### config.mk
export PLATFORM = sky130hd
export DESIGN_NAME = ram_access_ctrl
export DESIGN_NICKNAME = d
export VERILOG_FILES = /design/src/rtl/ram_access_ctrl.sv
export SDC_FILE = /design/constraint.sdc
export NUM_CORES = 1
export LEC_CHECK = 0
export ABC_AREA = 1
export CAP_MARGIN = 20
export CORE_UTILIZATION = 52
export DETAILED_ROUTE_END_ITERATION = 8
export GPL_ROUTABILITY_DRIVEN = 0
export PLACE_DENSITY = 0.87
export SYNTH_ARGS = -nofsm -noshare
export SYNTH_HDL_FRONTEND = slang
export SYNTH_SLANG_ARGS = --single-unit
### constraint.sdc
create_clock -name clk -period 4.25 [get_ports clk]
set_clock_uncertainty 0.1 [all_clocks]
set_input_delay 0.425 -clock clk [delete_from_list [all_inputs] [get_ports clk]]
set_output_delay 0.425 -clock clk [all_outputs]
set_load 0.02 [all_outputs]
### src/rtl/ram_access_ctrl.sv
// ram_access_ctrl
// Load/store access controller driving one port of the on-chip RAM.
// Byte-addressed core requests (valid/ready) become word-addressed RAM cycles
// with byte write masks. Load data is realigned and sign/zero-extended. Every
// accepted request produces exactly one single-cycle rsp_valid pulse.
//
// Build option: RAM_ACC_MISALIGN_EN
//   defined   - halfwords at offset 3 and words at offset 1..3 are split into
//               two RAM accesses (ACC2/WAIT2 path)
//   undefined - misaligned halfword/word requests are rejected with rsp_err
//
// Ports:
//   clk, rst            clock, synchronous active-high reset
//   req_*               core request channel (valid/ready handshake)
//   rsp_valid/rdata/err response pulse, extended load data, reject flag
//   ram_en/we/wem/addr/din  registered RAM port controls
//   ram_dout            RAM read data, valid the cycle after a read enable
module ram_access_ctrl #(
  parameter int unsigned RAM_DEPTH = 2048
) (
  input  logic                         clk,
  input  logic                         rst,
  input  logic                         req_valid,
  output logic                         req_ready,
  input  logic                         req_we,
  input  logic [31:0]                  req_addr,
  input  logic [1:0]                   req_size,
  input  logic                         req_unsigned,
  input  logic [31:0]                  req_wdata,
  output logic                         rsp_valid,
  output logic [31:0]                  rsp_rdata,
  output logic                         rsp_err,
  output logic                         ram_en,
  output logic                         ram_we,
  output logic [3:0]                   ram_wem,
  output logic [$clog2(RAM_DEPTH)-1:0] ram_addr,
  output logic [31:0]                  ram_din,
  input  logic [31:0]                  ram_dout
);
  // Same width as clogb2(RAM_DEPTH-1) for any RAM_DEPTH >= 2.
  localparam int unsigned AW = $clog2(RAM_DEPTH);

  typedef enum logic [2:0] {IDLE, ACC1, WAIT1, ACC2, WAIT2, RESP} state_t;

  function automatic logic [31:0] rotl32(input logic [31:0] x, input logic [1:0] o);
    logic [63:0] t;
    t = {x, x} << {o, 3'b000};
    return t[63:32];
  endfunction

  function automatic logic [31:0] rotr32(input logic [31:0] x, input logic [1:0] o);
    logic [63:0] t;
    t = {x, x} >> {o, 3'b000};
    return t[31:0];
  endfunction

  // Byte lanes touched by a request, wrapping past lane 3.
  function automatic logic [3:0] lane_set(input logic [1:0] size, input logic [1:0] o);
    logic [3:0] b;
    logic [7:0] t;
    case (size)
      2'b00:   b = 4'b0001;
      2'b01:   b = 4'b0011;
      default: b = 4'b1111;
    endcase
    t = {b, b} << o;
    return t[7:4];
  endfunction

  function automatic logic [31:0] lane_bits(input logic [3:0] l);
    logic [31:0] b;
    b = '0;
    for (int unsigned i = 0; i < 4; i++) b[8*i +: 8] = {8{l[i]}};
    return b;
  endfunction

  function automatic logic [31:0] extend(input logic [31:0] a, input logic [1:0] size,
                                         input logic uns);
    case (size)
      2'b00:   return uns ? {24'b0, a[7:0]}  : {{24{a[7]}}, a[7:0]};
      2'b01:   return uns ? {16'b0, a[15:0]} : {{16{a[15]}}, a[15:0]};
      default: return a;
    endcase
  endfunction

  state_t      state, state_d;
  logic        xfer, acc_err;
  logic [1:0]  o_in;
  logic [29:0] w_in;
  logic [3:0]  lanes_in, first_in;

  logic        we_q, uns_q;
  logic [1:0]  size_q, o_q;
  logic [3:0]  lanes_q, first_q;
  logic [31:0] asm_q, asm_next, cap_mask, load_data;

  logic            ram_en_d, ram_we_d, rsp_valid_d, rsp_err_d;
  logic [3:0]      ram_wem_d;
  logic [AW-1:0]   ram_addr_d;
  logic [31:0]     ram_din_d, rsp_rdata_d;

  assign req_ready = !rst && (state == IDLE || state == RESP);
  assign xfer      = req_valid && req_ready;
  assign o_in      = req_addr[1:0];
  assign w_in      = req_addr[31:2];
  assign lanes_in  = lane_set(req_size, o_in);
  assign first_in  = lanes_in & (4'hF << o_in);
  assign lanes_q   = lane_set(size_q, o_q);
  assign first_q   = lanes_q & (4'hF << o_q);

`ifdef RAM_ACC_MISALIGN_EN
  logic       split_in, split_q;
  logic [3:0] second_q;
  assign split_in = (req_size == 2'b01 && o_in == 2'd3) ||
                    (req_size == 2'b10 && o_in != 2'd0);
  assign second_q = lanes_q & ~(4'hF << o_q);
  always_comb begin
    acc_err = (req_size == 2'b11) || ({2'b00, w_in} >= RAM_DEPTH) ||
              (split_in && ({2'b00, w_in} >= RAM_DEPTH - 1));
  end
`else
  logic misalign_err;
  assign misalign_err = (req_size == 2'b01 && o_in[0]) ||
                        (req_size == 2'b10 && o_in != 2'd0);
  always_comb begin
    acc_err = (req_size == 2'b11) || ({2'b00, w_in} >= RAM_DEPTH) || misalign_err;
  end
`endif

  // Lanes owned by the access whose read data is arriving this cycle.
  always_comb begin
    cap_mask = '0;
    if (state == WAIT1) cap_mask = lane_bits(first_q);
`ifdef RAM_ACC_MISALIGN_EN
    else if (state == WAIT2) cap_mask = lane_bits(second_q);
`endif
  end

  assign asm_next  = (asm_q & ~cap_mask) | (ram_dout & cap_mask);
  assign load_data = extend(rotr32(asm_next, o_q), size_q, uns_q);

  always_ff @(posedge clk) begin
    if (rst) state <= IDLE;
    else     state <= state_d;
  end

  always_comb begin
    state_d = state;
    unique case (state)
      IDLE, RESP: begin
        if (xfer) state_d = acc_err ? RESP : ACC1;
        else      state_d = IDLE;
      end
      ACC1: state_d = WAIT1;
`ifdef RAM_ACC_MISALIGN_EN
      WAIT1: state_d = split_q ? ACC2 : RESP;
      ACC2:  state_d = WAIT2;
      WAIT2: state_d = RESP;
`else
      WAIT1: state_d = RESP;
`endif
      default: state_d = IDLE;
    endcase
  end

  // Next values of the registered outputs, keyed on the state being entered.
  // ACC1 is entered only on a transfer, so it is driven from the live request.
  always_comb begin
    ram_en_d    = 1'b0;
    ram_we_d    = 1'b0;
    ram_wem_d   = '0;
    ram_addr_d  = ram_addr;
    ram_din_d   = ram_din;
    rsp_valid_d = (state_d == RESP);
    rsp_err_d   = rsp_err;
    rsp_rdata_d = rsp_rdata;
    if (state_d == ACC1) begin
      ram_en_d   = 1'b1;
      ram_we_d   = req_we;
      ram_wem_d  = req_we ? first_in : 4'b0000;
      ram_addr_d = w_in[AW-1:0];
      ram_din_d  = rotl32(req_wdata, o_in);
    end
`ifdef RAM_ACC_MISALIGN_EN
    if (state_d == ACC2) begin
      ram_en_d   = 1'b1;
      ram_we_d   = we_q;
      ram_wem_d  = we_q ? second_q : 4'b0000;
      ram_addr_d = ram_addr + AW'(1);
    end
`endif
    if (state_d == RESP) begin
      if (state == IDLE || state == RESP) begin
        rsp_err_d   = 1'b1;
        rsp_rdata_d = '0;
      end else begin
        rsp_err_d   = 1'b0;
        rsp_rdata_d = we_q ? 32'h0 : load_data;
      end
    end
  end

  always_ff @(posedge clk) begin
    if (rst) begin
      ram_en    <= 1'b0;
      ram_we    <= 1'b0;
      ram_wem   <= '0;
      ram_addr  <= '0;
      ram_din   <= '0;
      rsp_valid <= 1'b0;
      rsp_err   <= 1'b0;
      rsp_rdata <= '0;
      asm_q     <= '0;
      we_q      <= 1'b0;
      uns_q     <= 1'b0;
      size_q    <= '0;
      o_q       <= '0;
`ifdef RAM_ACC_MISALIGN_EN
      split_q   <= 1'b0;
`endif
    end else begin
      ram_en    <= ram_en_d;
      ram_we    <= ram_we_d;
      ram_wem   <= ram_wem_d;
      ram_addr  <= ram_addr_d;
      ram_din   <= ram_din_d;
      rsp_valid <= rsp_valid_d;
      rsp_err   <= rsp_err_d;
      rsp_rdata <= rsp_rdata_d;
      asm_q     <= asm_next;
      if (xfer) begin
        we_q   <= req_we;
        uns_q  <= req_unsigned;
        size_q <= req_size;
        o_q    <= o_in;
`ifdef RAM_ACC_MISALIGN_EN
        split_q <= split_in;
`endif
      end
    end
  end

endmodule

# After elaboration in Yosys (flattened, before gate mapping)
# Cells that the tools add are included.
dict set report totals {
  regBits 124
  inputBits 103
  wordCells 67
}
dict set report op_classes {
  order_cmp 1
  n_eq_ne 9
  shifts 6
  n_mux 13
  n_bitwise 8
  n_reduce_logical 16
}
# cell count
set ops {}
lappend ops {{two-way mux 32 bit} 5}
lappend ops {{bitwise AND 32 bit} 2}
lappend ops {{case mux 32 bit (2 select lines)} 1}
lappend ops {{left shift 64 x 5 -> 64 bit} 1}
lappend ops {{>> shifter 64 x 5 -> 32 bit} 1}
lappend ops {{NOT 32 bit} 1}
lappend ops {{bitwise OR 32 bit} 1}
lappend ops {{greater-or-equal comparator 30 x 12 -> 1 bit (second input constant)} 1}
lappend ops {{case mux 4 bit (2 select lines)} 2}
lappend ops {{left shift 8 x 2 -> 8 bit} 2}
lappend ops {{case mux 3 bit (3 select lines)} 1}
lappend ops {{bitwise AND 4 bit} 2}
lappend ops {{left shift 4 x 2 -> 4 bit (first input constant)} 2}
lappend ops {{equality test 3 x 1 -> 1 bit (second input constant)} 2}
lappend ops {{equality test 3 bit (second input constant)} 2}
lappend ops {{two-way mux 3 bit} 2}
lappend ops {{equality test 2 x 1 -> 1 bit (second input constant)} 2}
lappend ops {{equality test 2 bit (second input constant)} 2}
lappend ops {{logical AND 1 bit} 4}
lappend ops {{logical NOT 2 bit} 2}
lappend ops {{logical OR 1 bit} 4}
lappend ops {{OR reduction 2 bit} 2}
lappend ops {{equality test 3 x 2 -> 1 bit (second input constant)} 1}
lappend ops {{logical NOT 3 bit} 1}
lappend ops {{other kinds (5)} 7}

# Depth between registers and ports, before layout
# Gate-level depths: netlist of the first run.
dict set report depth {
  depth_word 13
  depth_mapped 14
  ltp_nobuf 13
}

# Worst setup path before layout of the first run
# OpenSTA, ideal clock, no wires.
dict set report synth_timing {
  kind {input-to-reg}
  startpoint {input port rst}
  endpoint {register ram_din[24]}
  setup_ns 0.116
  arrival_ns 1.871
  path_slack_ns 2.164
  stages 9
  n_path_buf 3
  cell_sequence {clkbuf_1 -> nor4_4 -> nand2_1 -> nand2_1 -> nand2_1 -> buf_2 -> clkbuf_1 -> o21ai_0 -> nor2_1}
}
dict set report synth_between {
  elab_chain_len 6
}
# element line
set synth_lines {}
lappend synth_lines {{start: declaration} 22} ;# input logic rst,
lappend synth_lines {{logical NOT 1 bit} 102} ;# assign req_ready = !rst && (state == IDLE || state == RESP);
lappend synth_lines {{logical AND 1 bit} 102}
lappend synth_lines {{named net req_ready} 24} ;# output logic req_ready,
lappend synth_lines {{logical AND 1 bit} 103} ;# assign xfer = req_valid && req_ready;
lappend synth_lines {{two-way mux 3 bit} 151} ;# if (xfer) state_d = acc_err ? RESP : ACC1;
lappend synth_lines {{case mux 3 bit (3 select lines)} 149} ;# unique case (state)
lappend synth_lines {{equality test 3 x 1 -> 1 bit} 177} ;# if (state_d == ACC1) begin
lappend synth_lines {{end signal: assignment} 226} ;# ram_din <= ram_din_d;
lappend synth_lines {{end: declaration} 37} ;# output logic [31:0] ram_din,
# The timed path passes the listed nets, and every way through them passes these cells.
# A chain may end at the register's enable or synchronous reset.

# Worst setup path after layout of the first run
dict set report layout_timing {
  startpoint {register o_q[0]}
  endpoint {register rsp_rdata[18]}
}
dict set report layout_between {
  elab_chain_len 11
}
# element line
set layout_lines {}
lappend layout_lines {{start: declaration} 93} ;# logic [1:0] size_q, o_q;
lappend layout_lines {{start signal: assignment} 235} ;# o_q <= o_in;
lappend layout_lines {{left shift 8 x 2 -> 8 bit / left shift 4 x 2 -> 4 bit (equally long branches)} {66, 109}}
lappend layout_lines {{bitwise AND 4 bit} 109} ;# assign first_q = lanes_q & (4'hF << o_q);
lappend layout_lines {{two-way mux 32 bit} 133} ;# if (state == WAIT1) cap_mask = lane_bits(first_q);
lappend layout_lines {{NOT 32 bit} 139} ;# assign asm_next = (asm_q & ~cap_mask) | (ram_dout & cap_mask);
lappend layout_lines {{bitwise AND 32 bit} 139}
lappend layout_lines {{bitwise OR 32 bit} 139}
lappend layout_lines {{>> shifter 64 x 5 -> 32 bit (*)} 53} ;# t = {x, x} >> {o, 3'b000};
lappend layout_lines {{two-way mux 32 bit, on equally long branches} {81, 80}}
lappend layout_lines {{case mux 32 bit (2 select lines) (*)} 79} ;# case (size)
lappend layout_lines {{two-way mux 32 bit (*)} 198} ;# rsp_rdata_d = we_q ? 32'h0 : load_data;
lappend layout_lines {{two-way mux 32 bit (*)} 193} ;# if (state == IDLE || state == RESP) begin
lappend layout_lines {{end signal: assignment} 229} ;# rsp_rdata <= rsp_rdata_d;
lappend layout_lines {{end: declaration} 31} ;# output logic [31:0] rsp_rdata,
# Mark *: on every way between the ends. The rest lies on a longest branch, timed or not.

==> impl_metrics.ini, run 1 <==
[route]
drt_iter0_markers = 806
routed_wl_um = 20900
viasPerCell = 5.74
wl_per_cell_um = 16.8
vias = 7157
drc = 0
antenna_left = 0
first_pass_iters = 7

[power_and_ir_drop]
p_switching_uw = 820
p_per_area_nw_per_um2 = 358
combPwrFrac_pct = 15.7
leakage_nw = 3.54
internal_power_mw = 2.34
p_total_mw = 3.16
power.share.sequential_pct = 37.6
switching_share_pct = 26.0
clock_power_share_pct = 46.7
vdd_drop_max_uv = 253

[synth]
synthFlopType = dfxtp_1
synth_seq_area_share_pct = 39.0
synth_edf_count = 0
synthArstFlopShare_pct = 0
synth_xor_area_share_pct = 0
synth-adder-area-share_pct = 0
synth_common_cells = nand2_1, nand3_1, dfxtp_1
synth-seq-cells = 124
syn-num-nets = 1035
synth-compound-area-share_pct = 12.9
syn_avg_cell_area_um2 = 6.82
netlist.area_leader.share_pct = 39.0
synth.area.mux_share_pct = 5.04
synth-simple-area-share_pct = 35.5
synth_area_leaders = dfxtp_1, nand2_1, nand3_1
yosysTopAreaCell = dfxtp_1
syn_inst = 932
synthDistinctLibCells = 30
yosysMostFrequentCell = nand2_1
syn_area_um2 = 6360
yosysWarningCount = 0
synth_top_family_by_area = simple AND/OR/NAND/NOR gates

[clock_tree]
htreeDepth = 4
cts_tree = yes
cts_buffer_depth = 2
clock-root-buffer = clkbuf_16
postCtsSetupRepairBufs = 0
path_clk_slew_ps = 60
post_cts_resized = 0
clk_latency_ps = 410
cts_hold_buffers = 0
clock_sinks = 124
cts_buffers = 17

[critical_path]
critPathRequiredTime_ps = 4410
startpoint_type = flip-flop
path_buf_inv = 2
path_delay_family = simple AND/OR/NAND/NOR gates
path_class = flip-flop to flip-flop
crit_fanout = 39
slowest_stage = nand2_1
ff2ff_setup_slack_ps = 870
r2r-end = rsp_rdata[18]$_SDFFE_PP0P_
r2r_cells = 11
r2r_start = o_q[0]$_SDFFE_PP0P_
cp-end-kind = flip-flop
cp.arrival_ps = 3550
slowest_delay_ps = 690
path_cells = buf_4 -> inv_2 -> nand2_1 -> nand3_4 -> nand2_1 -> nand3_1 -> nand3_2 -> nand3_4 -> nand3_4 -> nand2_1 -> a21oi_1

[grt]
overflow = 0
grtUsageTotal_pct = 33.7
grt_pass1_wl_um = 33300
grt_max_degree = 71
antenna_found_initial = 0
grt_pass1_vias = 6785

[final_layout]
finalInstanceArea_um2 = 8820
instances_no_fill = 1247
fillCellCount = 925
areaGrowthSynthToFinish_pct = 38.6
finalNetCount = 1191
num_antenna_cells = 0
drive_gt1_share_pct = 5.73

[run_status]
status = finished, final reports clean

[min_path]
min_from = rst
hold_class = primary input to flip-flop
hold_depth = 4
hold-path-endpoint = uns_q$_SDFFE_PP0P_

[placed_design]
placed_area_um2 = 8220
numPortBuffers = 186
dp.cells = 1216
hpwl_um = 14100

[sta]
setup_violations = 0
finalHoldViolCount = 0
max_freq_mhz = 296
finalMaxSlewViolations = 0
finalSetupTns_ps = 0
rsz0062_at_grt = no
layout_min_cycle_time_ps = 3380
holdWs_ps = 277
max_slew_margin_pct = 36.3
fin_crit_sh_pct = 79.6
tightest_slew_ps = 949

[floorplanning]
initial_core_util_pct = 53.2
dieArea_um2 = 12700
rows = 40
core_um2 = 12000
die_y_um = 113
dieWidth_um = 113
io_pins = 187

[flow_run]
drv_cap = 0
==> layer usage <==
metal  track usage [%]  part of all wire, %  up-vias
met3              9.18                  8.2       84
met1              38.4                   38     3247
li1                  -                    -     3433
met5                 0                    0        -
met2              57.9                   49      393
met4              17.2                  4.7        0
==> cells by family (layout without fill, tap and decap cells) <==
logic type,count (synthesis),count (layout)
AO/OA/AOI/OAI,163,163
buffers and inverters,115,283
flip-flops,124,124
multiplexers,32,32
AND/OR/NAND/NOR,498,498
==> worst reg2reg max path, cell delays in order, from the launching register on <==
cell	delay [ps]
dfxtp_1	290
buf_4	260
inv_2	530
nand2_1	690
nand3_4	430
nand2_1	120
nand3_1	100
nand3_2	110
nand3_4	180
nand3_4	200
nand2_1	140
a21oi_1	70
==> per-stage QoR <==
step / utilization [%] / worst slack, ps
5_1_grt: 73.7 / 660
6_report: 73.7 / 869
3_5_place_dp: 68.7 / 906
2_1_floorplan: - / 2160
3_3_place_gp: 68.7 / 1030
4_1_cts: 73.7 / 962
==> cells in the final DEF, fill, tap and decap left out, drive strengths merged, types with 24 or more instances in the layout <==
master         synthesis  final
clkdlybuf4s50          0    185
mux2i                 32     32
inv                   51     51
nand2                209    209
nand3                153    153
clkbuf                32     24
a21oi                 71     71
nor2                 105    105
dfxtp                124    124
o21ai                 89     89
==> power by group through the flow <==
stage	clock (mW)	sequential (mW)	combinational, mW
final	1.47	1.19	0.495
after global routing	1.53	1.19	0.538
after CTS	1.48	1.19	0.485
after detailed placement	0	1.21	0.478
after global placement	0	1.21	0.475
after floorplan	0	1.22	0.295
==> how the worst max path moves through the flow <==
| stage | startpoint | endpoint | cells past startpoint |
|---|---|---|---|
| finish | o_q[0]$_SDFFE_PP0P_ | rsp_rdata[18]$_SDFFE_PP0P_ | 11 |
| global route | o_q[0]$_SDFFE_PP0P_ | rsp_rdata[30]$_SDFFE_PP0P_ | 11 |
| CTS | o_q[0]$_SDFFE_PP0P_ | rsp_rdata[18]$_SDFFE_PP0P_ | 11 |
| detailed placement | req_addr[0] | ram_din[11]$_SDFFE_PP0N_ | 9 |
| global placement | req_addr[0] | ram_din[10]$_SDFFE_PP0N_ | 9 |
| floorplan | rst | ram_din[24]$_SDFFE_PP0N_ | 9 |
==> cell type report <==
class | instances | area (um^2) | share of cell area (%)
clock buffers | 24 | 482 | 5.46
clock inverters | 7 | 113 | 1.28
inverters | 54 | 203 | 2.30
multi-input cells | 693 | 3410 | 38.6
flip-flops and latches | 124 | 2480 | 28.2
well taps | 147 | 184 | 2.09
repair buffers | 198 | 1950 | 22.1
==> sequential cells by signal, summed over array words and instances, names as in the netlist <==
register and cells:
asm_q 32, o_q 2, ram_addr 11, ram_din 32
ram_en 1, ram_we 1, ram_wem 4, rsp_err 1
rsp_rdata 32, rsp_valid 1, size_q 2, state 3
uns_q 1, we_q 1
Note: power is estimated with default switching activity, not from simulation.
==> run 2, diff against run 1 <==
Settings changed: CORE_UTILIZATION 52 to 48, PLACE_DENSITY 0.87 to 0.81.
Clock period 4.25 ns to 3.17 ns, I/O delays scaled along.
==> run 2 against run 1 <==
Against the previous run:
- global-route usage down 2.7 points
- clock-buffer cell count down 3
- final cell count up 2.4%
- highest routed layer unchanged
- largest power group unchanged
- utilization down 4.2 points
==> impl_metrics.ini, run 2 (synthesis gave the netlist of run 1 again) <==
[sta]
max_freq_mhz = 380
finalMaxSlewViolations = 0
holdWs_ps = 153
finalSetupTns_ps = 0
timing.final.ws_setup_ps = 540
finalHoldViolCount = 0
rsz0062_at_grt = no
setup_violations = 0
tightest_slew_ps = 884
layout_min_cycle_time_ps = 2630
max_slew_margin_pct = 41.0
fin_crit_sh_pct = 83.0

[final_layout]
top_regs = asm_q x32, ram_din x32, rsp_rdata x32
num_antenna_cells = 0
fillCellCount = 1083
finalNetCount = 1195
instances_no_fill = 1277
final_common_cell = nand2_1
areaGrowthSynthToFinish_pct = 39.6
drive_gt1_share_pct = 6.24
mostFrequentLayoutCells = nand2_1, clkdlybuf4s50_1, nand3_1

[route]
wl_per_cell_um = 15.9
drc = 0
vias = 7005
viasPerCell = 5.49
drt_iter0_markers = 814
routed_wl_um = 20300
first_pass_iters = 8
antenna_left = 0

[floorplanning]
dieArea_um2 = 13700
rows = 41
die_y_um = 117
io_pins = 187
initial_core_util_pct = 49.8
dieWidth_um = 117
core_um2 = 12800

[min_path]
hold_class = primary input to flip-flop

[clock_tree]
post_cts_resized = 0
path_clk_slew_ps = 60
clock_sinks = 124
cts_buffer_depth = 2
clk_latency_ps = 420
cts_buffers = 17
cts_tree = yes
cts_hold_buffers = 0
htreeDepth = 4
clock-root-buffer = clkbuf_16
postCtsSetupRepairBufs = 0

[flow_run]
drv_cap = 0

[critical_path]
critPathRequiredTime_ps = 3380
cp-end-kind = flip-flop
crit_fanout = 26
path_class = flip-flop to flip-flop
startpoint_type = flip-flop
cp.arrival_ps = 2840

[grt]
grt_pass1_vias = 6611
grtUsageTotal_pct = 31.0
antenna_found_initial = 0
grt_max_degree = 71
grt_pass1_wl_um = 32200
overflow = 0

[power_and_ir_drop]
vdd_drop_max_uv = 354
leakage_nw = 3.55
p_per_area_nw_per_um2 = 475

[placed_design]
post-place-ws_ps = 399
hpwl_um = 14200
dp.cells = 1245
numPortBuffers = 186

[run_status]
status = finished, final reports clean
-- run 2: changes by cell type in the layout (fill, tap and decap cells not counted), sizes merged --
cell / delta
buf: +4
clkinvlp: +3
clkinv: +1
clkbuf: -3
-- run 2: power by group --
group,internal (mW),switching [mW]
clock network,1.25,0.704
logic,0.269,0.392
registers,1.58,0.0184
-- run 2: area by class of cell --
type	instances	area (um^2)	area share, %
clock buffer	21	450	5.07
clock inverter	11	144	1.62
inverter	54	203	2.28
multi-input combinational	693	3410	38.4
sequential	124	2480	28.0
tap	172	215	2.42
timing repair buffer	202	1980	22.3
-- run 2: path summary, 6_finish.rpt --
kind,start,to,slack [ps],cells past startpoint
hold / removal,rst,uns_q$_SDFFE_PP0P_,150,4
setup reg to reg,state[2]$_SDFF_PP0_,ram_din[10]$_SDFFE_PP0N_,540,10
hold reg to reg,rsp_rdata[5]$_SDFFE_PP0P_,rsp_rdata[5]$_SDFFE_PP0P_,360,2
setup / recovery,state[2]$_SDFF_PP0_,ram_din[10]$_SDFFE_PP0N_,540,10
-- run 2: per-layer routing --
layer	up-vias	track usage, %	wire length (um)
met1	3180	36.8	8230
met3	47	9.22	1720
li1	3441	-	-
met2	337	51.3	9610
met4	0	15.1	749
met5	-	0	0
-- run 2: stage by stage --
step	util (%)	power, mW	area (um^2)
after floorplan	-	2.03	6360
after global placement	64.8	2.27	8280
after detailed placement	64.8	2.28	8280
after CTS	69.5	4.21	8880
after global routing	69.5	4.37	8880
final	69.5	4.21	8880
-- run 2: critical path, cell delays in order (launching register included) --
cell      delay, ps
dfxtp_1         410
inv_1            80
nor2_1          170
nor4_4           60
nand2_1         270
nand2_1         160
nand2_1         120
clkinv_1        550
buf_4           430
nor2_1          110
nor2_1           50
